===== config.mk =====
export PLATFORM = sky130hd
export DESIGN_NAME = mult_sched
export DESIGN_NICKNAME = d
export VERILOG_FILES = /design/src/rtl/mult_pkg.sv /design/src/rtl/shift_add_core.sv /design/src/rtl/mult_sched.sv
export SDC_FILE = /design/constraint.sdc
export NUM_CORES = 1
export LEC_CHECK = 0
export ABC_AREA = 1
export CAP_MARGIN = 20
export CORE_MARGIN = 5
export CORE_UTILIZATION = 45
export DETAILED_ROUTE_END_ITERATION = 8
export PLACE_DENSITY = 0.74
export SLEW_MARGIN = 20
export SYNTH_ARGS = -nofsm -noshare
export SYNTH_HDL_FRONTEND = slang
export SYNTH_SLANG_ARGS = --single-unit

===== constraint.sdc =====
create_clock -name clk -period 4.57 [get_ports clk]
set_clock_uncertainty 0.1 [all_clocks]
set_input_delay 0.6855 -clock clk [delete_from_list [all_inputs] [get_ports clk]]
set_output_delay 0.6855 -clock clk [all_outputs]
set_load 0.02 [all_outputs]

===== src/rtl/mult_pkg.sv =====
// Shared types, default sizing and helpers for the shared multiplier scheduler.
package mult_pkg;

    typedef enum logic [1:0] {
        IDLE = 2'd0,
        BUSY = 2'd1,
        DONE = 2'd2
    } state_t;

    localparam int DEF_N_REQ = 4;
    localparam int DEF_WIDTH = 4;

    function automatic int id_width(input int n);
        return (n < 2) ? 1 : $clog2(n);
    endfunction

endpackage


===== src/rtl/shift_add_core.sv =====
// Sequential unsigned shift-add multiplier, one multiplier bit per cycle.
// Latency: done pulses during the WIDTH-th cycle after start; product valid the cycle after.
// Backpressure: none; product holds until the next start, so the owner may stall freely.
module shift_add_core
    import mult_pkg::*;
#(
    parameter int WIDTH = DEF_WIDTH
) (
    input  logic                 clk,
    input  logic                 rst,
    input  logic                 start,
    input  logic [WIDTH-1:0]     a,
    input  logic [WIDTH-1:0]     b,
    output logic                 done,
    output logic [2*WIDTH-1:0]   product
);

    localparam int CNT_W = $clog2(WIDTH + 1);

    logic [WIDTH-1:0]   a_sh;
    logic [2*WIDTH-1:0] b_sh;
    logic [2*WIDTH-1:0] acc;
    logic [CNT_W-1:0]   cnt;
    logic               running;

    // a_sh[0] is multiplier bit cnt and b_sh is b << cnt, so no variable bit select is needed.
    always_ff @(posedge clk) begin
        if (rst) begin
            a_sh    <= '0;
            b_sh    <= '0;
            acc     <= '0;
            cnt     <= '0;
            running <= 1'b0;
        end else if (start) begin
            a_sh    <= a;
            b_sh    <= {{WIDTH{1'b0}}, b};
            acc     <= '0;
            cnt     <= '0;
            running <= 1'b1;
        end else if (running) begin
            if (a_sh[0]) begin
                acc <= acc + b_sh;
            end
            a_sh <= a_sh >> 1;
            b_sh <= b_sh << 1;
            cnt  <= cnt + CNT_W'(1);
            if (cnt == CNT_W'(WIDTH - 1)) begin
                running <= 1'b0;
            end
        end
    end

    assign done    = running && (cnt == CNT_W'(WIDTH - 1));
    assign product = acc;

endmodule


===== src/rtl/mult_sched.sv =====
// Round-robin scheduler sharing one shift-add multiplier among N_REQ requesters.
// Latency: handshake in cycle T gives rsp_valid in cycle T+WIDTH+1; issue interval WIDTH+2.
// Backpressure: rsp_ready low holds the response and keeps every req_ready low.
module mult_sched
    import mult_pkg::*;
#(
    parameter int N_REQ = DEF_N_REQ,
    parameter int WIDTH = DEF_WIDTH,
    parameter int ID_W  = id_width(N_REQ)
) (
    input  logic                     clk,
    input  logic                     rst,
    input  logic [N_REQ-1:0]         req_valid,
    output logic [N_REQ-1:0]         req_ready,
    input  logic [N_REQ*WIDTH-1:0]   req_a,
    input  logic [N_REQ*WIDTH-1:0]   req_b,
    output logic                     rsp_valid,
    input  logic                     rsp_ready,
    output logic [ID_W-1:0]          rsp_id,
    output logic [2*WIDTH-1:0]       rsp_product
);

    state_t              state;
    logic [ID_W-1:0]     rr_ptr;
    logic [ID_W-1:0]     rr_next;
    logic [ID_W-1:0]     gnt_idx;
    logic [ID_W-1:0]     scan_idx;
    logic [ID_W-1:0]     job_id;
    logic                gnt_vld;
    logic                start;
    logic                core_done;
    logic [WIDTH-1:0]    op_a;
    logic [WIDTH-1:0]    op_b;
    logic [2*WIDTH-1:0]  core_product;

    // Scan downward so the requester closest to rr_ptr is the last (winning) assignment.
    always_comb begin
        gnt_vld  = 1'b0;
        gnt_idx  = '0;
        scan_idx = '0;
        for (int k = N_REQ - 1; k >= 0; k--) begin
            scan_idx = ID_W'((int'(rr_ptr) + k) % N_REQ);
            if (req_valid[scan_idx]) begin
                gnt_vld = 1'b1;
                gnt_idx = scan_idx;
            end
        end
    end

    assign rr_next = (gnt_idx == ID_W'(N_REQ - 1)) ? '0 : gnt_idx + ID_W'(1);
    assign start   = (state == IDLE) && gnt_vld && !rst;
    assign op_a    = req_a[gnt_idx*WIDTH +: WIDTH];
    assign op_b    = req_b[gnt_idx*WIDTH +: WIDTH];

    always_comb begin
        req_ready = '0;
        if (start) begin
            req_ready = N_REQ'(1) << gnt_idx;
        end
    end

    always_ff @(posedge clk) begin
        if (rst) begin
            state     <= IDLE;
            rr_ptr    <= '0;
            job_id    <= '0;
            rsp_valid <= 1'b0;
            rsp_id    <= '0;
        end else begin
            case (state)
                IDLE: begin
                    if (gnt_vld) begin
                        job_id <= gnt_idx;
                        rr_ptr <= rr_next;
                        state  <= BUSY;
                    end
                end
                BUSY: begin
                    if (core_done) begin
                        rsp_valid <= 1'b1;
                        rsp_id    <= job_id;
                        state     <= DONE;
                    end
                end
                DONE: begin
                    if (rsp_ready) begin
                        rsp_valid <= 1'b0;
                        state     <= IDLE;
                    end
                end
                default: state <= IDLE;
            endcase
        end
    end

    // The core accumulator is only rewritten on start, which cannot occur in DONE,
    // so it already serves as the held response product.
    assign rsp_product = core_product;

    shift_add_core #(
        .WIDTH (WIDTH)
    ) u_core (
        .clk     (clk),
        .rst     (rst),
        .start   (start),
        .a       (op_a),
        .b       (op_b),
        .done    (core_done),
        .product (core_product)
    );

endmodule


# --- Yosys cells after proc, flatten, opt, wreduce, memory -nomap -nowiden ---
# Cells that the tools add are included.
classes:
  magnitude_cmp: 4
  addsub: 6
  reduce_logical: 13
  n_shift: 3
  n_eq_ne: 7
  muxes: 32
op_table:
  columns: ["operator", "count"]
  rows:
  - ["$shiftx A16 B5 Y4", 2]
  - ["$mux W4", 5]
  - ["$mux W2", 8]
  - ["$mux W1", 13]
  - ["$lt A2 B3 Y1 const B", 4]
  - ["$add A8 B8 Y8", 1]
  - ["$bmux W1 S2", 4]
  - ["$ne A2 B2 Y1 const B", 3]
  - ["$pmux W2 S3", 1]
  - ["$reduce_and A2 Y1", 3]
  - ["$reduce_and A3 Y1", 2]
  - ["$add A2 B1 Y2 const B", 2]
  - ["$add A2 B2 Y2 const B", 2]
  - ["$eq A2 B2 Y1 const B", 2]
  - ["$reduce_bool A2 Y1", 2]
  - ["$shl A1 B2 Y4 const A", 1]
  - ["$add A3 B1 Y3 const B", 1]
  - ["$eq A3 B2 Y1 const B", 1]
  - ["$logic_and A1 B1 Y1", 3]
  - ["$eq A2 B1 Y1 const B", 1]
  - ["$logic_not A2 Y1", 1]
  - ["$pmux W1 S2", 1]
  - ["$reduce_or A2 Y1", 1]
  - ["$logic_not A1 Y1", 1]
word_totals:
  ff_bits: 33
  input_bits: 39

# --- Longest topological paths before layout ---
# Gate-level depths: netlist (run 1).
depth:
  depth_word: 10
  mapped_depth: 15
  ltp_nobuf: 14

# --- By module ---
# From an unflattened synthesis (run 1), not the netlist that was laid out.
unflattened:
  hier_cells: 347
  area_unflattened_um2: 2240.9
modules_own_cells:
  columns: ["module", "instances", "seq_area_each_um2", "cells_each", "area_each_um2"]
  rows:
  - ["shift_add_core", 1, 480.5, 166, 1271.2]
  - ["mult_sched", 1, 180.2, 181, 969.7]

# --- Worst setup path after synthesis (run 1) ---
# No wires, ideal clock.
synth_timing:
  kind: "input to output"
  from: "input port req_valid[1]"
  to: "output port req_ready[3]"
  t_arrival_ns: 1.973
  stages: 10
  required_ns: 3.784
  setup_slack_ns: 1.812
  cell_sequence: "inv_1 -> o21ai_1 -> nand2_2 -> nand3_1 -> nand3_1 -> nand2_2 -> buf_6 -> ha_1 -> inv_1 -> nor2_1"
synth_via:
  elab_cells_between_ends: 20
  classes_between: "1 x shift; 17 x mux; 2 x reduce/logical"
synth_rtl:
  columns: ["element", "line", "text"]
  rows:
  - ["start, declared", "mult_sched.sv:13", "input logic [N_REQ-1:0] req_valid,"]
  - ["$bmux W1 S2", "mult_sched.sv:43", "if (req_valid[scan_idx]) begin"]
  - ["$mux W1 (implied by the code)", "mult_sched.sv:43", null]
  - ["$mux W2 (3 in a row)", "mult_sched.sv:43", null]
  - ["$mux W2 *", "mult_sched.sv:43", null]
  - ["named net gnt_idx[0]", "mult_sched.sv:26", "logic [ID_W-1:0] gnt_idx;"]
  - ["$shl A1 B2 Y4 *", "mult_sched.sv:58", "req_ready = N_REQ'(1) << gnt_idx;"]
  - ["$mux W4 *", "mult_sched.sv:57", "if (start) begin"]
  - ["end, declared", "mult_sched.sv:14", "output logic [N_REQ-1:0] req_ready,"]
# The timed path passes the listed nets; every way through them passes the cells marked *. The select of a mux whose other input is x is not followed.

# --- Worst setup path in the final report (run 1) ---
layout_timing:
  from: "input port req_valid[3]"
  to: "output port req_ready[3]"
layout_via:
  elab_chain_cells: 9
  elab_cells_between_ends: 20
  classes_between: "1 x shift; 17 x mux; 2 x reduce/logical"
layout_rtl:
  columns: ["element", "line", "text"]
  rows:
  - ["$bmux W1 S2", "mult_sched.sv:43", null]
  - ["$mux W1 (implied by the code)", "mult_sched.sv:43", null]
  - ["$mux W1 (4 in a row)", "mult_sched.sv:43", null]
  - ["$logic_and A1 B1 Y1 (2 in a row)", "mult_sched.sv:51", "assign start = (state == IDLE) && gnt_vld && !rst;"]
  - ["$mux W4 *", "mult_sched.sv:57", null]
# Mark *: on every way between the ends. The rest lies on a longest branch, timed or not. The select of a mux whose other input is x is not followed.

==> results.sh, run 1 <==
export IMPL_ant_nets=0
export IMPL_syn_num_nets=371
export IMPL_ctsHoldBuffers=0
export IMPL_cts_tree="done"
export IMPL_wl_per_cell_um=12.1
export IMPL_gp_congestion=0.865
export IMPL_portBuffers=53
export IMPL_dr_total_vias=2164
export IMPL_drive_gt1_share_pct=8.40
export IMPL_dieWidth_um=79.1
export IMPL_finalCriticalPeriod_ns=3.89
export IMPL_clockBufferDepth=2
export IMPL_io_pins=54
export IMPL_ys_types=34
export IMPL_max_freq_mhz=257
export IMPL_initial_utilization_pct=46.0
export IMPL_drt_iter0_drc=90
export IMPL_slew_viol_final=0
export IMPL_dieHeight_um=79.1
export IMPL_setup_viol=0
export IMPL_synth_edf_count=0
export IMPL_place_ws_ns=0.712
export IMPL_root_buffer="clkbuf_8"
export IMPL_grt_first_pass_wirelength_um=8630
export IMPL_post_cts_setup_buffers=0
export IMPL_grtUsageTotal_pct=17.0
export IMPL_rsz0062_at_grt="no"
export IMPL_ctsResizeCount=0
export IMPL_wirelength_um=5110
export IMPL_yosys_area_top_type_share_pct=30.8
export IMPL_reg2reg_to="u_core.b_sh[3]"
export IMPL_yosysSeqAreaShare_pct=30.8
export IMPL_clk_pin_slew_ns=0.07
export IMPL_dieArea_mm2=0.00625
export IMPL_whs_path_depth=2
export IMPL_ys_warn_count=0
export IMPL_synth_cell_area_mm2=0.00215
export IMPL_fin_nets=421
export IMPL_yosysMostFrequentCell="nand2_1"
export IMPL_timing_worst_setup_path_type="primary input to primary output"
export IMPL_grt_pass1_vias=2071
export IMPL_synthFlopType="dfxtp_1"
export IMPL_outcome="finished clean"
export IMPL_irDropWorstVdd_uv=378
export IMPL_worstHoldStart="job_id[1]"
export IMPL_p_leak_nw=1.27
export IMPL_p_per_area_mw_per_mm2=513
export IMPL_drc=0
export IMPL_synth_area_leaders="dfxtp_1 (31%), nand2_1 (14%), nand3_1 (9.6%)"
export IMPL_tightestPinTransition_ns=0.626
export IMPL_ys_seq_elements=33
export IMPL_cts_made_buffers=5
export IMPL_yosysTopAreaCell="dfxtp_1"
export IMPL_diodes=0
export IMPL_clock_sinks=33
export IMPL_crit_required_ns=3.78
export IMPL_fp_row_count=25
export IMPL_synth_commonest_cells="nand2_1 (82), nand3_1 (41), inv_1 (34), dfxtp_1 (33), nor2_1 (27)"
export IMPL_setup_tns_ns=0
export IMPL_core_area_mm2=0.00466
export IMPL_syn_inst=318
export IMPL_ff2ff_setup_slack_ns=2.14
export IMPL_finalCritPeriodShare_pct=85.1
export IMPL_worstPathArrival_ns=3.10
export IMPL_grt_overflow_total=0
export IMPL_hold_path_class="register to register"
export IMPL_grt_start_max_net_pins=21
export IMPL_min_to="rsp_id[1]"
export IMPL_endpoint_kind="primary output"
export IMPL_clock_latency_ns=0.29
export IMPL_r2r_start="rr_ptr[0]"
export IMPL_worstSetupStartpointType="primary input"
export IMPL_max_slew_margin_pct=58.2
export IMPL_async_flop_share_pct=0
export IMPL_routed_via_density=5.12
export IMPL_finalHoldViolCount=0
export IMPL_hpwlAfterDp_um=3960
export IMPL_reg2regPathDepth=9
export IMPL_dr_pass1_iters=4
export IMPL_synth_area_per_cell_um2=6.75
export IMPL_syn2layout_area_growth_pct=28.8
export IMPL_setup_slack_ns=0.681
export IMPL_htreeDepth=2
export IMPL_antenna_found_initial=0
export IMPL_cp_max_fo=17
export IMPL_maxCapViolations=0
==> logic make-up (layout without fill, tap and decap cells) <==
logic type      after synthesis  count (layout)  synth area share (%)
compound gates               43              43                  12.0
xor+xnor                      5               5                  2.04
fa+ha+maj                    14              14                  8.51
buf+inv                      48              99                  9.97
flops                        33              33                  30.8
simple gates                175             175                  36.7
==> how the worst max path moves through the flow <==
stage | from | endpoint | depth (start not counted)
finish | req_valid[3] | req_ready[3] | 13
global route | req_valid[1] | req_ready[3] | 11
CTS | req_valid[3] | req_ready[0] | 13
detailed placement | req_valid[3] | req_ready[2] | 13
global placement | req_valid[1] | req_ready[3] | 11
floorplan | req_valid[1] | req_ready[3] | 10
==> power breakdown <==
group          internal (mW)  switching (mW)
clock                  0.105           0.110
sequential             0.349          0.0656
combinational          0.286           0.502
==> layout by cell type, fill, tap and decap left out, types with 2 or more instances in the layout <==
| cell type | count |
|---|---|
| o211ai_1 | 3 |
| dfxtp_1 | 33 |
| o2111ai_1 | 3 |
| inv_1 | 34 |
| nand2_1 | 82 |
| nand4_1 | 2 |
| nor2_1 | 27 |
| clkbuf_8 | 5 |
| a21oi_1 | 18 |
| or2_2 | 2 |
| clkinv_2 | 2 |
| ha_1 | 13 |
| a211oi_1 | 5 |
| o31ai_1 | 2 |
| or3_1 | 3 |
| o21ai_0 | 9 |
| xor2_1 | 4 |
| nand3_2 | 2 |
| inv_2 | 2 |
| nand3_1 | 41 |
| clkdlybuf4s50_1 | 53 |
| nand2_2 | 12 |
==> worst max-delay path, stage by stage <==
cell             delay [ns]
clkdlybuf4s50_1        0.51
inv_1                  0.05
nand2_1                0.09
nand3_1                0.12
nand2_1                0.09
nand3_1                0.10
nand2_1                0.11
nand2_2                0.08
nand2_2                0.28
ha_1                   0.20
inv_1                  0.06
nor2_1                 0.10
clkdlybuf4s50_1        0.62
==> state kept, by name, indices dropped and copies added, names as in the netlist <==
register,cells
u_core.b_sh,8
u_core.cnt,3
state,2
rsp_id,2
job_id,2
u_core.a_sh,4
u_core.product,8
rsp_valid,1
u_core.running,1
rr_ptr,2
==> layer usage <==
metal / vias up / GRT usage [%] / part of all wire (%)
met4: 0 / 4.64 / 0.82
li1: 1133 / - / -
met2: 29 / 31.7 / 51
met5: - / 0 / 0
met3: 5 / 3.97 / 3.7
met1: 997 / 19.0 / 45
==> through the flow <==
stage                     total power [mW]  hold WS [ns]  area [um2]  util [%]  instances
after floorplan                       1.05         0.330        2150         -        318
after global placement                1.19         0.356        2680      57.4        415
after detailed placement              1.21         0.360        2680      57.4        415
after CTS                             1.43         0.373        2760      59.3        423
after global routing                  1.56         0.402        2760      59.3        423
final                                 1.42         0.369        2760      59.3        423
==> cell type report <==
| type | instances | area, um2 |
|---|---|---|
| clock buffer | 5 | 68.8 |
| clock inverter | 3 | 17.5 |
| fill | 453 | 1900 |
| inverter | 38 | 148 |
| multi-input combinational | 237 | 1270 |
| sequential | 33 | 661 |
| tap | 54 | 67.6 |
| timing repair buffer | 53 | 531 |
(Power assumes the default switching activity.)
==> run 2: changes to the inputs <==
--- a/config.mk
+++ b/config.mk
@@ -7,10 +7,13 @@
 export LEC_CHECK = 0
 export ABC_AREA = 1
 export CAP_MARGIN = 20
+export CELL_PAD_IN_SITES_DETAIL_PLACEMENT = 2
+export CELL_PAD_IN_SITES_GLOBAL_PLACEMENT = 2
+export CORE_ASPECT_RATIO = 1.5
 export CORE_MARGIN = 5
-export CORE_UTILIZATION = 45
+export CORE_UTILIZATION = 28
 export DETAILED_ROUTE_END_ITERATION = 8
-export PLACE_DENSITY = 0.74
+export PLACE_DENSITY_LB_ADDON = 0.1
 export SLEW_MARGIN = 20
 export SYNTH_ARGS = -nofsm -noshare
 export SYNTH_HDL_FRONTEND = slang
==> run 2 against run 1 <==
Largest cell class unchanged. Die area up 53%. Sequential share of layout area fell by 1.0 points. Critical path type unchanged. Register-to-register slack better by 0.11 ns. Via count rose by 4.7%. First-iteration DRC count down 41%. Final cell count up 12%. Maximum frequency shrank 2.1%. Count of clock-buffer cells in the layout increased by 1. Routed wire length grew 36%. Cell area is 4.3% higher.
==> results.sh, run 2 (synthesized netlist as in run 1, its figures left out) <==
export IMPL_ff2ff_setup_slack_ns=2.25
export IMPL_reg2reg_to="rr_ptr[1]"
export IMPL_core_area_mm2=0.00756
export IMPL_clock_sinks=33
export IMPL_busiest_layer="met2"
export IMPL_grtUsageTotal_pct=15.9
export IMPL_timing_worst_setup_path_type="primary input to primary output"
export IMPL_worstHoldStart="job_id[1]"
export IMPL_p_per_area_mw_per_mm2=544
export IMPL_min_to="rsp_id[1]"
export IMPL_r2r_start="rr_ptr[0]"
export IMPL_clkPwrFrac_pct=20.7
export IMPL_root_buffer="clkbuf_16"
export IMPL_clock_latency_ns=0.28
export IMPL_diodes=0
export IMPL_maxCapViolations=0
export IMPL_setup_viol=0
export IMPL_grt_start_max_net_pins=21
export IMPL_mostFrequentLayoutCells="nand2_1 (82), clkdlybuf4s50_1 (53), nand3_1 (41)"
export IMPL_slew_viol_final=0
export IMPL_crit_required_ns=3.78
export IMPL_finalCritPeriodShare_pct=86.9
export IMPL_cp_max_fo=17
export IMPL_outcome="finished clean"
export IMPL_cts_made_buffers=5
export IMPL_finalCriticalPeriod_ns=3.97
export IMPL_globalRouteMet3Util_pct=1.76
export IMPL_clk_pin_slew_ns=0.06
export IMPL_grt_overflow_total=0
export IMPL_gp_congestion=0.764
export IMPL_hold_path_class="register to register"
export IMPL_setup_tns_ns=0
export IMPL_worstSetupStartpointType="primary input"
export IMPL_dieHeight_um=117
export IMPL_final_common_cell="nand2_1"
export IMPL_reg2regPathDepth=11
export IMPL_dieArea_mm2=0.00955
export IMPL_grt_pass1_vias=2536
export IMPL_syn2layout_area_growth_pct=34.4
export IMPL_irDropWorstVdd_uv=300
export IMPL_antenna_found_initial=0
export IMPL_seq_power_share_pct=26.7
export IMPL_drt_iter0_drc=53
export IMPL_multiInputGateArea_mm2=0.00127
export IMPL_setup_slack_ns=0.597
export IMPL_power_share_combinational_pct=52.6
export IMPL_fin_nets=422
export IMPL_max_freq_mhz=252
export IMPL_fill_cells=920
export IMPL_initial_utilization_pct=28.4
export IMPL_ant_nets=0
export IMPL_p_sw_share_pct=46.6
export IMPL_switching_power_uw=732
export IMPL_routed_via_density=4.80
export IMPL_wirelength_um=6980
export IMPL_max_slew_margin_pct=56.6
export IMPL_p_leak_nw=1.30
export IMPL_ctsResizeCount=0
export IMPL_cts_tree="done"
export IMPL_rsz0062_at_grt="no"
export IMPL_drc=0
export IMPL_worstPathArrival_ns=3.19
export IMPL_met2_usage_pct=31.3
export IMPL_finalHoldViolCount=0
export IMPL_dr_total_vias=2265
export IMPL_endpoint_kind="primary output"
export IMPL_ctsHoldBuffers=0
export IMPL_use_met1_pct=16.9
export IMPL_internal_power_uw=838
export IMPL_io_pins=54
export IMPL_critPathLaunch="req_valid[3]"
export IMPL_dieWidth_um=81.5
export IMPL_clockBufferDepth=2
export IMPL_place_ws_ns=0.569
export IMPL_htreeDepth=2
export IMPL_portBuffers=53
export IMPL_grt_first_pass_wirelength_um=11800
export IMPL_wl_per_cell_um=14.8
export IMPL_drive_gt1_share_pct=8.38
export IMPL_whs_path_depth=2
export IMPL_dr_pass1_iters=4
export IMPL_tightestPinTransition_ns=0.649
export IMPL_register_area_um2=661
export IMPL_hpwlAfterDp_um=5610
export IMPL_fp_row_count=39
export IMPL_post_cts_setup_buffers=0
[run 2: cell count changes in the layout (fill, tap and decap cells not counted), sizes merged]
cell	delta
clkinvlp	-1
clkbuf	+1
buf	+1
[run 2: metal layers]
| metal | up-vias | wire [um] |
|---|---|---|
| met1 | 1078 | 2720 |
| li1 | 1137 | - |
| met5 | - | 0 |
| met3 | 8 | 199 |
| met4 | 0 | 139 |
| met2 | 42 | 3920 |
[run 2: area by class of cell]
class	instances	share of cell area [%]
Clock buffer	6	4.47
Clock inverter	2	0.347
Inverter	38	5.12
Multi-Input combinational cell	237	44.1
Sequential cell	33	22.9
Tap cell	102	4.43
Timing Repair Buffer	54	18.7
[run 2: per-stage QoR]
step	util, %	power, mW	hold WS (ns)	instance area (um2)	std cells
CTS	38.1	1.60	0.384	2880	472
detailed placement	36.3	1.27	0.375	2750	464
finish	38.1	1.57	0.372	2880	472
global placement	36.3	1.24	0.352	2750	464
global route	38.1	1.74	0.401	2880	472
floorplan	-	1.05	0.330	2150	318
[run 2: how the worst max path moves through the flow]
stage,endpoint,slack [ns],depth (start not counted)
floorplan,req_ready[3],1.81,10
global placement,req_ready[3],0.69,13
detailed placement,req_ready[0],0.57,13
CTS,req_ready[0],0.56,13
global route,req_ready[3],0.33,13
finish,req_ready[3],0.60,13
[run 2: critical path, cell delays in order]
cell             delay [ns]
clkdlybuf4s50_1        0.51
inv_1                  0.05
nand2_1                0.09
nand3_1                0.14
nand2_1                0.10
nand3_1                0.11
nand2_1                0.13
nand2_2                0.09
nand2_2                0.28
ha_1                   0.21
inv_1                  0.05
nor2_1                 0.13
clkdlybuf4s50_1        0.62
[run 2: power by group through the flow]
| stage | clock network, mW | registers [mW] | logic (mW) |
|---|---|---|---|
| after floorplan | 0 | 0.389 | 0.661 |
| after global placement | 0 | 0.425 | 0.816 |
| after detailed placement | 0 | 0.427 | 0.843 |
| after CTS | 0.332 | 0.422 | 0.849 |
| after global routing | 0.344 | 0.430 | 0.962 |
| final | 0.325 | 0.419 | 0.825 |
==> run 3: changes to the inputs <==
--- a/config.mk
+++ b/config.mk
@@ -9,7 +9,6 @@
 export CAP_MARGIN = 20
 export CELL_PAD_IN_SITES_DETAIL_PLACEMENT = 2
 export CELL_PAD_IN_SITES_GLOBAL_PLACEMENT = 2
-export CORE_ASPECT_RATIO = 1.5
 export CORE_MARGIN = 5
 export CORE_UTILIZATION = 28
 export DETAILED_ROUTE_END_ITERATION = 8
@@ -18,3 +17,4 @@
 export SYNTH_ARGS = -nofsm -noshare
 export SYNTH_HDL_FRONTEND = slang
 export SYNTH_SLANG_ARGS = --single-unit
+export TNS_END_PERCENT = 5
==> run 3 against run 2 <==
Power decreased by 4.0%. Cell area shrank 1.0%. Maximum frequency is 1.9% higher. Via count down 0.22%. Register-to-register slack worse by 0.25 ns. Final cell count is 0.21% higher. Sequential share of layout area is 0.24 points higher. Global-route usage is 0.88 points lower. Flip-flop and latch count is the same. Worst setup slack improved by 0.076 ns. Worst hold slack lost 0.0058 ns. Sequential power is essentially flat. Critical path type unchanged. Critical endpoint is now req_ready[2]. Largest cell class unchanged. Largest power group unchanged.
==> results.sh, run 3 (synthesized netlist as in run 1, its figures left out) <==
export IMPL_finalCriticalPeriod_ns=3.90
export IMPL_drc=0
export IMPL_clk_pin_slew_ns=0.07
export IMPL_clock_sinks=33
export IMPL_worstPathArrival_ns=3.11
export IMPL_worstHoldStart="job_id[1]"
export IMPL_met2_usage_pct=28.2
export IMPL_busiest_layer="met2"
export IMPL_dieArea_mm2=0.00951
export IMPL_grt_overflow_total=0
export IMPL_dp_cells=465
export IMPL_stdcell_count=473
export IMPL_diodes=0
export IMPL_finalInstanceArea_mm2=0.00285
export IMPL_fin_nets=423
export IMPL_syn2layout_area_growth_pct=33.0
export IMPL_globalRouteMet3Util_pct=2.80
export IMPL_hpwlAfterDp_um=5400
export IMPL_wl_per_cell_um=14.4
export IMPL_p_sw_share_pct=47.9
export IMPL_setup_tns_ns=0
export IMPL_dieHeight_um=97.5
export IMPL_seq_power_share_pct=27.6
export IMPL_crit_required_ns=3.78
export IMPL_whs_path_depth=2
export IMPL_whs_ns=0.366
export IMPL_dr_pass1_iters=4
export IMPL_clock_latency_ns=0.28
export IMPL_cts_made_buffers=5
export IMPL_grt_first_pass_wirelength_um=11900
export IMPL_irDropWorstVdd_uv=145
export IMPL_final_common_cell="nand2_1"
export IMPL_worstSetupStartpointType="primary input"
export IMPL_cp_max_fo=17
export IMPL_tightestPinTransition_ns=0.666
export IMPL_routed_via_density=4.78
export IMPL_r2r_start="rr_ptr[0]"
export IMPL_post_cts_setup_buffers=0
export IMPL_endpoint_kind="primary output"
export IMPL_gp_congestion=0.781
export IMPL_fin_util_pct=37.5
export IMPL_slew_viol_final=0
export IMPL_max_slew_margin_pct=55.6
export IMPL_p_leak_nw=1.29
export IMPL_io_pins=54
export IMPL_dieWidth_um=97.5
export IMPL_reg2regPathDepth=10
export IMPL_grt_start_max_net_pins=21
export IMPL_initial_utilization_pct=28.2
export IMPL_min_to="rsp_id[1]"
export IMPL_grt_pass1_vias=2551
export IMPL_drt_iter0_drc=38
export IMPL_switching_power_uw=722
export IMPL_finalHoldViolCount=0
export IMPL_rsz0062_at_grt="no"
export IMPL_ant_nets=0
export IMPL_outcome="finished clean"
export IMPL_hold_path_class="register to register"
export IMPL_core_area_mm2=0.00761
export IMPL_reg2reg_to="rr_ptr[1]"
export IMPL_setup_viol=0
export IMPL_cts_tree="done"
export IMPL_portBuffers=53
export IMPL_p_per_area_mw_per_mm2=528
export IMPL_root_buffer="clkbuf_8"
export IMPL_use_met1_pct=18.0
export IMPL_finalCritPeriodShare_pct=85.3
export IMPL_grtUsageTotal_pct=15.0
export IMPL_drive_gt1_share_pct=8.89
export IMPL_timing_worst_setup_path_type="primary input to primary output"
export IMPL_wirelength_um=6830
export IMPL_ctsHoldBuffers=0
export IMPL_max_freq_mhz=257
export IMPL_dr_total_vias=2260
export IMPL_htreeDepth=2
export IMPL_mostFrequentLayoutCells="nand2_1 (82), clkdlybuf4s50_1 (53), nand3_1 (41)"
export IMPL_antenna_found_initial=0
export IMPL_placed_area_mm2=0.00275
export IMPL_power_share_combinational_pct=56.0
export IMPL_ff2ff_setup_slack_ns=2.00
export IMPL_fp_row_count=32
export IMPL_internal_power_uw=785
export IMPL_maxCapViolations=0
export IMPL_clkPwrFrac_pct=16.4
export IMPL_clockBufferDepth=2
export IMPL_ctsResizeCount=0
==> run 3: cell types whose count changed in the layout (fill, tap and decap cells not counted) <==
cell / previous run / this run
clkbuf_8: 0 / 7
clkbuf_16: 5 / 0
buf_4: 1 / 2
clkbuf_1: 1 / 0
clkinv_2: 2 / 1
==> run 3: worst max-delay path: stages <==
cell             delay [ns]
clkdlybuf4s50_1        0.51
inv_1                  0.06
nand2_1                0.08
nand3_1                0.12
nand2_1                0.09
nand3_1                0.10
nand2_1                0.11
nand2_1                0.09
nand2_2                0.28
ha_1                   0.21
inv_1                  0.04
nor2_1                 0.08
clkdlybuf4s50_1        0.64
==> run 3: worst max-delay path by stage <==
stage,slack (ns),startpoint,depth (start not counted),end
finish,0.67,req_valid[3],13,req_ready[2]
global route,0.42,req_valid[3],13,req_ready[2]
CTS,0.62,req_valid[3],13,req_ready[2]
detailed placement,0.62,req_valid[3],13,req_ready[2]
global placement,0.67,req_valid[3],13,req_ready[2]
floorplan,1.81,req_valid[1],10,req_ready[3]
==> run 3: per-layer routing <==
layer  wire, um  vias to the layer above
met5          0                        -
met4         31                        0
met3        185                        5
met2       3560                       30
met1       3060                     1087
li1           -                     1138
==> run 3: through the flow <==
stage          total power [mW]  worst slack [ns]
5_1_grt                    1.68             0.418
6_report                   1.51             0.673
3_5_place_dp               1.29             0.619
2_1_floorplan              1.05              1.81
3_3_place_gp               1.27             0.675
4_1_cts                    1.55             0.624
==> run 3: layout make-up <==
type / count / area, um2
Clock inverter: 1 / 5.00
Inverter: 38 / 148
Clock buffer: 7 / 96.3
Tap cell: 102 / 128
Timing Repair Buffer: 55 / 546
Multi-Input combinational cell: 237 / 1270
Sequential cell: 33 / 661
Fill cell: 921 / 4750
==> run 3: power groups by stage <==
stage / Clock, mW / Sequential, mW / Combinational [mW]
6_report: 0.247 / 0.416 / 0.844
5_1_grt: 0.272 / 0.429 / 0.977
4_1_cts: 0.260 / 0.417 / 0.871
3_5_place_dp: 0 / 0.424 / 0.866
3_3_place_gp: 0 / 0.421 / 0.845
2_1_floorplan: 0 / 0.389 / 0.661
